[src/rtl/chan_fifo.sv]
// Multi-channel FIFO merging CHANNELS independent circular queues into one round-robin output.
// Optional pop counter port out_count is enabled by defining CHAN_FIFO_STATS_EN.
module chan_fifo #(
   parameter type T        = logic [7:0],
   parameter int  DEPTH    = 4,
   parameter int  CHANNELS = 2,
   localparam int CW       = (CHANNELS > 1) ? $clog2(CHANNELS) : 1
) (
   input  logic                clk,
   input  logic                rst,
   input  logic [CHANNELS-1:0] in_valid,
   output logic [CHANNELS-1:0] in_ready,
   input  T                    in_data [CHANNELS],
   output logic                out_valid,
   input  logic                out_ready,
   output T                    out_data,
`ifdef CHAN_FIFO_STATS_EN
   output logic [31:0]         out_count,
`endif
   output logic [CW-1:0]       out_chan
);

   localparam int AW = $clog2(DEPTH);
   localparam int NW = AW + 1;

   T              mem_q    [CHANNELS][DEPTH];
   logic [AW-1:0] rd_ptr_q [CHANNELS];
   logic [AW-1:0] rd_ptr_d [CHANNELS];
   logic [AW-1:0] wr_ptr_q [CHANNELS];
   logic [AW-1:0] wr_ptr_d [CHANNELS];
   logic [NW-1:0] cnt_q    [CHANNELS];
   logic [NW-1:0] cnt_d    [CHANNELS];

   logic [CW-1:0]       rr_q, rr_d;
   logic [CW-1:0]       lock_sel_q, lock_sel_d;
   logic                lock_q, lock_d;
   logic [CW-1:0]       sel;
   logic [CW-1:0]       cand;
   logic                found;
   int                  idx;
   logic [CHANNELS-1:0] nonempty;
   logic [CHANNELS-1:0] push;
   logic [CHANNELS-1:0] pop_ch;
   logic                pop;

   // in_ready looks only at registered count, never at a same-cycle pop
   always_comb begin
      for (int c = 0; c < CHANNELS; c++) begin
         nonempty[c] = (cnt_q[c] != '0);
         in_ready[c] = !rst && (cnt_q[c] != NW'(DEPTH));
         push[c]     = in_valid[c] && in_ready[c];
      end
   end

   assign out_valid = !rst && (|nonempty);

   always_comb begin
      sel   = rr_q;
      found = 1'b0;
      idx   = 0;
      cand  = '0;
      for (int i = 0; i < CHANNELS; i++) begin
         idx = int'(rr_q) + i;
         if (idx >= CHANNELS) idx = idx - CHANNELS;
         cand = CW'(idx);
         if (!found && nonempty[cand]) begin
            sel   = cand;
            found = 1'b1;
         end
      end
      // A stalled word keeps its channel until the consumer takes it
      if (lock_q) sel = lock_sel_q;
   end

   assign pop      = out_valid && out_ready;
   assign out_chan = sel;
   assign out_data = mem_q[sel][rd_ptr_q[sel]];

   always_comb begin
      for (int c = 0; c < CHANNELS; c++) begin
         pop_ch[c]   = pop && (sel == CW'(c));
         rd_ptr_d[c] = rd_ptr_q[c] + AW'(pop_ch[c]);
         wr_ptr_d[c] = wr_ptr_q[c] + AW'(push[c]);
         cnt_d[c]    = cnt_q[c] + NW'(push[c]) - NW'(pop_ch[c]);
      end
      rr_d       = rr_q;
      lock_d     = lock_q;
      lock_sel_d = lock_sel_q;
      if (pop) begin
         rr_d   = (sel == CW'(CHANNELS - 1)) ? '0 : sel + CW'(1);
         lock_d = 1'b0;
      end else if (out_valid) begin
         lock_d     = 1'b1;
         lock_sel_d = sel;
      end
   end

   always_ff @(posedge clk) begin
      if (rst) begin
         for (int c = 0; c < CHANNELS; c++) begin
            rd_ptr_q[c] <= '0;
            wr_ptr_q[c] <= '0;
            cnt_q[c]    <= '0;
         end
         rr_q       <= '0;
         lock_q     <= 1'b0;
         lock_sel_q <= '0;
      end else begin
         for (int c = 0; c < CHANNELS; c++) begin
            rd_ptr_q[c] <= rd_ptr_d[c];
            wr_ptr_q[c] <= wr_ptr_d[c];
            cnt_q[c]    <= cnt_d[c];
         end
         rr_q       <= rr_d;
         lock_q     <= lock_d;
         lock_sel_q <= lock_sel_d;
      end
   end

   // Storage is not reset; cleared pointers make stale entries unreachable
   always_ff @(posedge clk) begin
      for (int c = 0; c < CHANNELS; c++) begin
         if (push[c]) mem_q[c][wr_ptr_q[c]] <= in_data[c];
      end
   end

`ifdef CHAN_FIFO_STATS_EN
   logic [31:0] pop_cnt_q;

   always_ff @(posedge clk) begin
      if (rst)      pop_cnt_q <= '0;
      else if (pop) pop_cnt_q <= pop_cnt_q + 32'd1;
   end

   assign out_count = pop_cnt_q;
`endif

endmodule

[config.mk]
export PLATFORM = sky130hd
export DESIGN_NAME = chan_fifo
export DESIGN_NICKNAME = d
export VERILOG_FILES = /design/src/rtl/chan_fifo.sv
export SDC_FILE = /design/constraint.sdc
export NUM_CORES = 1
export LEC_CHECK = 0
export CORE_MARGIN = 2
export CORE_UTILIZATION = 60
export CTS_BUF_LIST = sky130_fd_sc_hd__clkbuf_4 sky130_fd_sc_hd__clkbuf_8 sky130_fd_sc_hd__clkbuf_16
export DETAILED_ROUTE_END_ITERATION = 7
export DONT_BUFFER_PORTS = 1
export PLACE_DENSITY = 0.83
export SLEW_MARGIN = 20
export SYNTH_ARGS = -nofsm -noshare
export SYNTH_HDL_FRONTEND = slang
export SYNTH_SLANG_ARGS = --single-unit
[constraint.sdc]
create_clock -name clk -period 3.3 [get_ports clk]
set_input_delay 0.495 -clock clk [delete_from_list [all_inputs] [get_ports clk]]
set_output_delay 0.495 -clock clk [all_outputs]
set_load 0.01 [all_outputs]
Yosys cells after proc, flatten, opt, wreduce, memory -nomap -nowiden
Memory sizes are Yosys's and may differ from the RTL's.
Cells that the tools add are included.
{"block": "classes", "eq_ne": 2, "n_bitwise": 11, "addsub": 12, "mul": 0, "magnitude_cmp": 9, "n_div": 0, "shift": 0, "reduce_logical": 18, "n_mux": 31}
{"cell": "two-way mux 32 bit", "n": 2}
{"cell": "demux 8 bit (select 2 bit)", "n": 2}
{"cell": "two-way mux 8 bit", "n": 4}
{"cell": "binary-select mux 8 bit (select 2 bit)", "n": 1}
{"cell": "two-way mux 1 bit", "n": 16}
{"cell": "logical AND 1 bit", "n": 11}
{"cell": "greater-or-equal comparator 3 bit (second input constant)", "n": 3}
{"cell": "inverter 2 -> 3 bit", "n": 3}
{"cell": "adder 2 x 1 -> 2 bit", "n": 4}
{"cell": "two-way mux 2 bit", "n": 4}
{"cell": "adder 3 x 1 -> 3 bit", "n": 2}
{"cell": "< comparator 3 x 1 -> 1 bit (second input constant)", "n": 2}
{"cell": "two-way mux 3 bit", "n": 2}
{"cell": "inequality test 3 bit (second input constant)", "n": 2}
{"cell": "bitwise OR 1 bit", "n": 6}
{"cell": "nonzero test 3 bit", "n": 2}
{"cell": "subtractor 3 x 1 -> 3 bit", "n": 2}
{"cell": "< comparator 1 x 2 -> 1 bit (second input constant)", "n": 2}
{"cell": "OR reduction 2 bit", "n": 2}
{"cell": "adder 1 x 1 -> 2 bit (second input constant)", "n": 1}
{"cell": "greater-or-equal comparator 1 x 2 -> 1 bit (second input constant)", "n": 1}
{"cell": "greater-or-equal comparator 2 bit (second input constant)", "n": 1}
{"cell": "zero test 1 bit", "n": 2}
{"cell": "inverter 1 bit", "n": 2}
{"cell": "other kinds (3)", "n": 4}
{"block": "word_totals", "output_inout_bits": 12, "memories": 4, "romBits": 0, "input_bits": 21, "word_cells": 90, "ff_bits": 3, "mem_bits_rw": 78, "latch_bits": 0}
{"name": "mem_q", "words": 2, "width": 32, "rd": 1, "rd_clocked_by_memory_dff": 0, "write_ports": 2, "line": "26", "text": "T mem_q [CHANNELS][DEPTH];"}
{"name": "cnt_q", "words": 2, "width": 3, "rd": 2, "rd_clocked_by_memory_dff": 0, "write_ports": 2, "line": "31", "text": "logic [NW-1:0] cnt_q [CHANNELS];"}
{"name": "rd_ptr_q", "words": 2, "width": 2, "rd": 3, "rd_clocked_by_memory_dff": 0, "write_ports": 2, "line": "27", "text": "logic [AW-1:0] rd_ptr_q [CHANNELS];"}
{"name": "wr_ptr_q", "words": 2, "width": 2, "rd": 2, "rd_clocked_by_memory_dff": 0, "write_ports": 2, "line": "29", "text": "logic [AW-1:0] wr_ptr_q [CHANNELS];"}

Depth between registers and ports, before layout
Gate-level depths: netlist of run 1.
An unclocked memory read counts as a cell.
{"block": "depth", "ltp_word": 14, "mapped_depth": 10, "mapped_depth_nobuf": 10}

Worst setup path before layout of run 1
No wires, ideal clock.
{"block": "synth_timing", "path_kind": "register to register", "from": "memory cnt_q[0][5] in the netlist's numbering", "to": "memory cnt_q[0][2] in the netlist's numbering", "period_less_slack_ns": 2.404, "t_arrival_ns": 2.276, "slack_ns": 0.896, "stages_incl_launch_ff": 11, "required_time_ns": 3.172, "setup_ns": 0.128, "path_cell_list": "dfxtp_1 or3_4 o21ai_1 o21bai_1 inv_1 ha_1 inv_1 ha_1 fa_1 xnor2_1 nor2_1"}
{"item": "from (decl)", "line": "31"}

==> results of run 1 <==
[synthesized netlist by cell type, types with 3 or more instances]
cell type	number	area [µm²]
xnor2_1	6	52.55
nor3_1	4	20.02
a21oi_1	3	15.01
mux2_2	8	90.09
nor2b_1	7	43.79
mux4_2	16	360.4
ha_1	5	62.56
nor2_1	7	26.28
dfxtp_1	17	340.3
buf_1	3	11.26
edfxtp_1	64	1922
nor3b_1	4	30.03
inv_1	9	33.78
mux2i_1	4	40.04
nand2_1	7	26.28
[worst reg2reg max path: cells and delay by family (launching register included)]
family	cells	cell delay, ns
compound gates	2	0.54
flops	1	0.35
buf+inv	2	0.12
simple gates	2	0.50
fa+ha+maj	3	0.85
xor+xnor	1	0.17
[stage by stage]
step / instances / total power [mW]
2_1_floorplan: 189 / 2.033
3_3_place_gp: 260 / 2.151
3_5_place_dp: 260 / 2.201
4_1_cts: 276 / 2.792
5_1_grt: 276 / 2.936
6_report: 276 / 2.777
[per-layer routing]
layer	vias up	part of all wire [%]
met5	-	0
met4	0	1.2
met3	7	5.5
met2	30	52
met1	838	42
li1	745	-
[registers in the layout, summed over array words and instances (netlist names)]
register and cells:
wr_ptr_q 4, rr_q 1, lock_q 1, mem_q 64, lock_sel_q 1, rd_ptr_q 4, cnt_q 6
[area by class of cell]
type	count	area [µm²]
sequential	81	2262
clock inverter	5	22.52
clock buffer	11	138.9
inverter	9	33.78
multi-input combinational	94	983.4
timing repair buffer	6	45.04
tap	70	87.58
fill	337	1632
[power by group through the flow]
stage / Sequential, mW / Combinational, mW / Clock, mW
CTS: 1.33 / 0.860 / 0.606
global route: 1.34 / 0.941 / 0.651
finish: 1.32 / 0.858 / 0.596
global placement: 1.34 / 0.813 / 0
floorplan: 1.28 / 0.757 / 0
detailed placement: 1.35 / 0.853 / 0
[how the worst max path moves through the flow]
stage	endpoint	depth (start not counted)	start
after floorplan	cnt_q[0][2]$_SDFF_PP0_	10	cnt_q[0][5]$_SDFF_PP0_
after global placement	cnt_q[0][2]$_SDFF_PP0_	10	cnt_q[0][5]$_SDFF_PP0_
after detailed placement	cnt_q[0][2]$_SDFF_PP0_	10	cnt_q[0][2]$_SDFF_PP0_
after CTS	cnt_q[0][2]$_SDFF_PP0_	10	cnt_q[0][2]$_SDFF_PP0_
after global routing	cnt_q[0][2]$_SDFF_PP0_	10	cnt_q[0][2]$_SDFF_PP0_
final	cnt_q[0][2]$_SDFF_PP0_	10	cnt_q[0][2]$_SDFF_PP0_
[kinds of logic (layout without fill, tap and decap cells)]
logic type | Yosys count | in the layout | synth area share (%)
buf+inv | 14 | 31 | 1.593
simple gates | 40 | 40 | 7.094
flops | 81 | 81 | 68.59
xor+xnor | 7 | 7 | 1.859
fa+ha+maj | 7 | 7 | 3.111
compound gates | 12 | 12 | 2.883
mux | 28 | 28 | 14.87
==> results.txt, run 1 <==
----------------------------------------------------
[Global route]
  Antenna violations before repair ... 0
  Number of global-route vias before repair ... 1,670
  Global route overflow ... 0
  GR Util met1 ... 24.94%
  Peak-usage layer in the global routing report ... met2
  Met2 Usage GRT ... 31.64%
  Wire length of the first global-routing pass ... 8.666 mm
  GR met3 Demand/Resource ... 5.517%
  Global-route total usage across every layer ... 19.77%
  Maximum number of pins on one net before global-route repair ... 18

[Layout]
  Final core utilization ... 68.65%
  P&R area growth vs syn ... 8.346%
  Fraction of layout instances using a drive strength above 1 ... 24.27%
  Number of nets at the end of the flow ... 229
  Final Cell Area ... 0.003573 mm²
  Antenna fix cells ... 0
  Most common cell after layout, fill and taps aside ... edfxtp_1
  Most frequent cells in the layout ... 64 x edfxtp_1, 17 x dfxtp_1, 16 x mux4_2

[Worst setup path]
  Delay of the slowest cell on the worst path ... 0.45 ns
  Nature of the critical path endpoint ... register
  Chain of cells forming the critical path ... nor3_2 > o31ai_2 > o21bai_1 > inv_1 > ha_1 > inv_1 > ha_1 > fa_1 > xnor2_1 > nor2_1
  Critical R2R Capture ... cnt_q[0][2]$_SDFF_PP0_
  R2R cell count ... 10
  WP buf/inv ... 2
  Type of element launching the critical path ... register
  Class of the most critical setup path ... reg -> reg
  CP max FO ... 6
  Worst path top cell family by delay ... adder cells
  Slowest cell on the critical path ... nor3_2
  Arrival time worst endpoint ... 2.86 ns
  Source of the worst register-to-register timing path ... cnt_q[0][2]$_SDFF_PP0_
  Internal reg-to-reg setup slack ... 0.67 ns
  Critical Path RT ... 3.53 ns

[Pwr]
  Net load switching power ... 0.8835 mW
  Pint ... 1.893 mW
  Part of the total power dissipated in combinational logic ... 30.9%
  Maximum ir drop on the vdd rail ... 0.0005716 V
  Power Dens Cells ... 777.1 mW/mm²
  Leakage power of the design ... 1.214 nW
  Proportion of power drawn by the clock network ... 21.5%
  Fraction of power consumed by sequential logic ... 47.6%
  Switching power share of the total ... 31.81%

[Yosys]
  Dominant synthesized flop cell ... edfxtp_1
  Number of synthesized flops with an enable pin ... 64
  Yosys reg bits ... 81
  Sequential share of the synthesized area ... 68.59%
  Count of different cell masters after synthesis ... 33
  Gate count of the mapped netlist ... 189
  Proportion of synthesized flip-flops having asynchronous set or reset ... 0%
  Mapped cell area ... 0.003298 mm²
  Synth Area per Inst ... 17.45 µm²
  Syn Nets ... 217
  YS warnings ... 0

[Routing]
  Vias per cell ... 5.870
  Post-detailed-route DRC marker count ... 0
  Vias after detailed routing ... 1,620
  Count of TritonRoute iterations in the first routing pass ... 4
  Number of nets with antenna violations after detailed routing ... 0
  Average wire length per cell after detail routing ... 19.59 µm
  Initial detailed-routing violation count ... 146
  Drt total wl ... 5.408 mm

[Placement]
  Placer's final routability congestion estimate ... 0.7548
  Port bufs ... 0
  Area of placed instances ... 0.003412 mm²
  Minimum setup slack after placement ... 0.7143 ns
  Half-perimeter wire length after placement ... 3.861 mm

[Timing]
  Total count of max-transition violations in the final report ... 0
  Post-route worst hold slack ... 0.2256 ns
  Worst slew margin relative to its limit ... 56.45%
  Sum of negative setup slack ... 0 ns
  Period Utilization, post-route ... 79.62%
  Final Setup Violations ... 0
  Top achievable clock speed ... 380.6 MHz
  Final Hold Viols ... 0
  Worst-Margin Slew ... 0.6523 ns
  Worst setup slack after layout ... 0.6725 ns
  Worst clock skew ... 0.005279 ns
  Post-route minimum period ... 2.627 ns
  Unrepaired setup endpoints after global routing ... false

[Worst hold path]
  Capture endpoint of the worst hold path ... wr_ptr_q[0][1]$_SDFF_PP0_
  Number of cells on the worst hold path ... 1
  Startpoint of the lowest-slack hold path ... rst
  Min-delay worst type ... in -> reg

[Run status]
  Run status ... finished clean

[Die]
  Die height ... 78.14 µm
  Ports placed on the boundary ... 33
  Die X ... 78.14 µm
  Standard-cell row count ... 26
  Starting density of the core ... 63.37%
  DIE AREA ... 0.006106 mm²
  Core footprint ... 0.005205 mm²

[CTS]
  Master cell of the clock root buffer ... clkbuf_8
  Setup fix buffers added after clock tree synthesis ... 0
  Post-cts repair resize count ... 0
  Clock Pin Slew Worst Setup and Hold Paths ... 0.07 ns
  Max Buffers Root-to-Sink ... 2
  CTS Buf Count ... 9
  H-tree levels ... 3
  Clock tree from TritonCTS ... built
  Insertion delay of the later-clocked pin in the worst-skew pair ... 0.33 ns
  Number of clock sinks ... 81
  Hold buffer count at CTS ... 0

[Job]
  # Max-Cap Violations ... 0

----------------------------------------------------
(Power assumes the default switching activity.)
==> inputs of run 2 (changes only) <==
==> constraint.sdc (replaced) <==
create_clock -name clk -period 2.5 [get_ports clk]
set_input_delay 0.375 -clock clk [delete_from_list [all_inputs] [get_ports clk]]
set_output_delay 0.375 -clock clk [all_outputs]
set_load 0.01 [all_outputs]
==> run 2 against run 1 <==
Power up 51%. Critical path type unchanged. Wire length is 2.3% higher. Highest routed layer unchanged. Largest power group unchanged. Sequential power is 32% higher. Count of clock-buffer cells in the layout is 2 lower. Global-route usage down 0.61 points.
==> results.txt, run 2 (synthesis gave the netlist of run 1 again) <==
----------------------------------------------------
[Run status]
  Run status ... finished clean

[Die]
  Die height ... 78.14 µm (unchanged)
  Ports placed on the boundary ... 33 (unchanged)
  Core footprint ... 0.005205 mm² (unchanged)
  DIE AREA ... 0.006106 mm² (unchanged)
  Die X ... 78.14 µm (unchanged)
  Standard-cell row count ... 26 (unchanged)
  Starting density of the core ... 63.37% (unchanged)

[Layout]
  Number of flip-flops under the largest register name ... 64 (unchanged)
  Most frequent cells in the layout ... 64 x edfxtp_1, 17 x dfxtp_1, 16 x mux4_2
  Antenna fix cells ... 0 (unchanged)
  Fraction of layout instances using a drive strength above 1 ... 28.04% (+3.8 points)
  Number of nets at the end of the flow ... 237 (+3.5%)
  Final Cell Area ... 0.003746 mm² (+4.8%)
  Count of fill cells added during filler insertion ... 330 (-2.1%)
  Most common cell after layout, fill and taps aside ... edfxtp_1
  P&R area growth vs syn ... 13.58%
  Final core utilization ... 71.97% (+3.3 points)

[Timing]
  Post-route worst hold slack ... 0.1009 ns (-0.1247 ns)
  Top achievable clock speed ... 408.5 MHz (+7.3%)
  Worst clock skew ... 0.004553 ns (-0.0007263 ns)
  Worst slew margin relative to its limit ... 61.43% (+5.0 points)
  Final Setup Violations ... 0 (unchanged)
  Worst-Margin Slew ... 0.5778 ns (-0.07457 ns)
  Post-route minimum period ... 2.448 ns (-0.1794 ns)
  Period Utilization, post-route ... 97.92% (+18 points)
  Final Hold Viols ... 0 (unchanged)
  Total count of max-transition violations in the final report ... 0 (unchanged)

[CTS]
  Insertion delay of the later-clocked pin in the worst-skew pair ... 0.34 ns (about the same)
  CTS Buf Count ... 9 (unchanged)
  Number of clock sinks ... 81 (unchanged)
  Clock Pin Slew Worst Setup and Hold Paths ... 0.07 ns (about the same)
  Max Buffers Root-to-Sink ... 2 (unchanged)
  H-tree levels ... 3 (unchanged)
  Master cell of the clock root buffer ... clkbuf_8
  Clock tree from TritonCTS ... built
  Hold buffer count at CTS ... 0 (unchanged)

[Worst hold path]
  Startpoint of the lowest-slack hold path ... rst
  Capture endpoint of the worst hold path ... wr_ptr_q[0][0]$_SDFF_PP0_
  Number of cells on the worst hold path ... 1 (unchanged)
  Min-delay worst type ... in -> reg

[Global route]
  Global-route total usage across every layer ... 19.15% (-0.61 points)
  Wire length of the first global-routing pass ... 8.528 mm (-1.6%)
  Antenna violations before repair ... 0 (unchanged)
  Number of global-route vias before repair ... 1,721 (+3.1%)
  Maximum number of pins on one net before global-route repair ... 18 (unchanged)
  Global route overflow ... 0 (unchanged)

[Worst setup path]
  Slowest cell on the critical path ... or3_4
  Nature of the critical path endpoint ... register
  Class of the most critical setup path ... reg -> reg
  Delay of the slowest cell on the worst path ... 0.43 ns (-0.02 ns)
  Internal reg-to-reg setup slack ... 0.05 ns (-0.62 ns)
  Worst setup startpoint ... cnt_q[0][2]$_SDFF_PP0_
  Type of element launching the critical path ... register
  R2R cell count ... 10 (unchanged)
  CP max FO ... 4 (-2)
  Arrival time worst endpoint ... 2.68 ns (-0.18 ns)
  Critical Path RT ... 2.73 ns (-0.80 ns)
  Source of the worst register-to-register timing path ... cnt_q[0][2]$_SDFF_PP0_
  Critical R2R Capture ... cnt_q[0][2]$_SDFF_PP0_
  Chain of cells forming the critical path ... or3_4 > o21ai_2 > o21bai_1 > inv_1 > ha_1 > inv_1 > ha_1 > fa_1 > xnor2_1 > nor2_1

[Routing]
  Count of TritonRoute iterations in the first routing pass ... 4 (unchanged)
  Post-detailed-route DRC marker count ... 0 (unchanged)
  Drt total wl ... 5.532 mm (+2.3%)
  Vias after detailed routing ... 1,658 (+2.3%)
  Average wire length per cell after detail routing ... 19.48 µm (-0.59%)
  Number of nets with antenna violations after detailed routing ... 0 (unchanged)
  Initial detailed-routing violation count ... 101 (-31%)
  Vias per cell ... 5.838 (-0.54%)

[Placement]
  Placer's final routability congestion estimate ... 0.8070 (+6.9%)
  Port bufs ... 0 (unchanged)
  Half-perimeter wire length after placement ... 3.839 mm (-0.57%)
  Area of placed instances ... 0.003457 mm² (+1.3%)

[Pwr]
  Power Dens Cells ... 1122 mW/mm² (+44%)
  Proportion of power drawn by the clock network ... 28.1% (+6.6 points)
  Net load switching power ... 1.223 mW (+38%)
  Leakage power of the design ... 1.293 nW (+6.6%)
  Pint ... 2.981 mW (+57%)
  Part of the total power dissipated in combinational logic ... 30.4% (-0.5 points)
  Switching power share of the total ... 29.08% (-2.7 points)
  Maximum ir drop on the vdd rail ... 0.0007879 V (+38%)
  Fraction of power consumed by sequential logic ... 41.5% (-6.1 points)
  Post-route total power ... 4.204 mW (+51%)

[Job]
  # Max-Cap Violations ... 0 (unchanged)

----------------------------------------------------
-- run 2: worst max path at each step --
stage / endpoint / slack (ns) / cells after the start
after detailed placement: cnt_q[0][1]$_SDFF_PP0_ / 0.05 / 9
after floorplan: cnt_q[0][2]$_SDFF_PP0_ / 0.1 / 10
after global routing: cnt_q[0][2]$_SDFF_PP0_ / -0.09 / 10
after CTS: cnt_q[0][1]$_SDFF_PP0_ / 0.03 / 9
after global placement: cnt_q[0][1]$_SDFF_PP0_ / 0.12 / 9
final: cnt_q[0][2]$_SDFF_PP0_ / 0.05 / 10
-- run 2: area by class of cell --
type	count	area, µm²	share of cell area, %
Tap cell	70	87.58	2.338
Clock inverter	7	132.6	3.540
Sequential cell	81	2262	60.39
Timing Repair Buffer	14	105.1	2.806
Inverter	9	33.78	0.9018
Clock buffer	9	123.9	3.307
Multi-Input combinational cell	94	1001	26.72
-- run 2: timing repair --
item	in CTS	in global routing
gates resized for setup	0	3
endpoints found under the setup margin	0	4
setup buffers	0	2
-- run 2: critical path: cells and delay by family, from the launching register on --
family	cells	cell delay, ns
adders and majority gates	3	0.85
and+or+nand+nor	2	0.48
AOI/OAI and AO/OA	2	0.37
DFF	1	0.35
xor gates and xnor gates	1	0.16
buffers and inverters	2	0.12
-- run 2: power by group through the flow --
stage	combinational [mW]	clock, mW	sequential, mW
floorplan	1.00	0	1.68
global placement	1.15	0	1.75
detailed placement	1.19	0	1.77
CTS	1.20	1.20	1.74
global route	1.38	1.25	1.77
finish	1.28	1.18	1.74
-- run 2: stage by stage --
step	worst slack [ns]	std cells	TNS, ns
floorplan	0.09591	189	0
global placement	0.1182	266	0
detailed placement	0.04882	266	0
CTS	0.03385	282	0
global route	-0.08931	284	-0.1167
finish	0.05191	284	0
-- run 2: layer usage --
layer	share of wire (%)	vias to the layer above	global-route usage, %
li1	-	766	-
met1	41	830	23.93
met2	51	51	31.64
met3	6.8	11	6.322
met4	2.0	0	6.842
met5	0	-	0
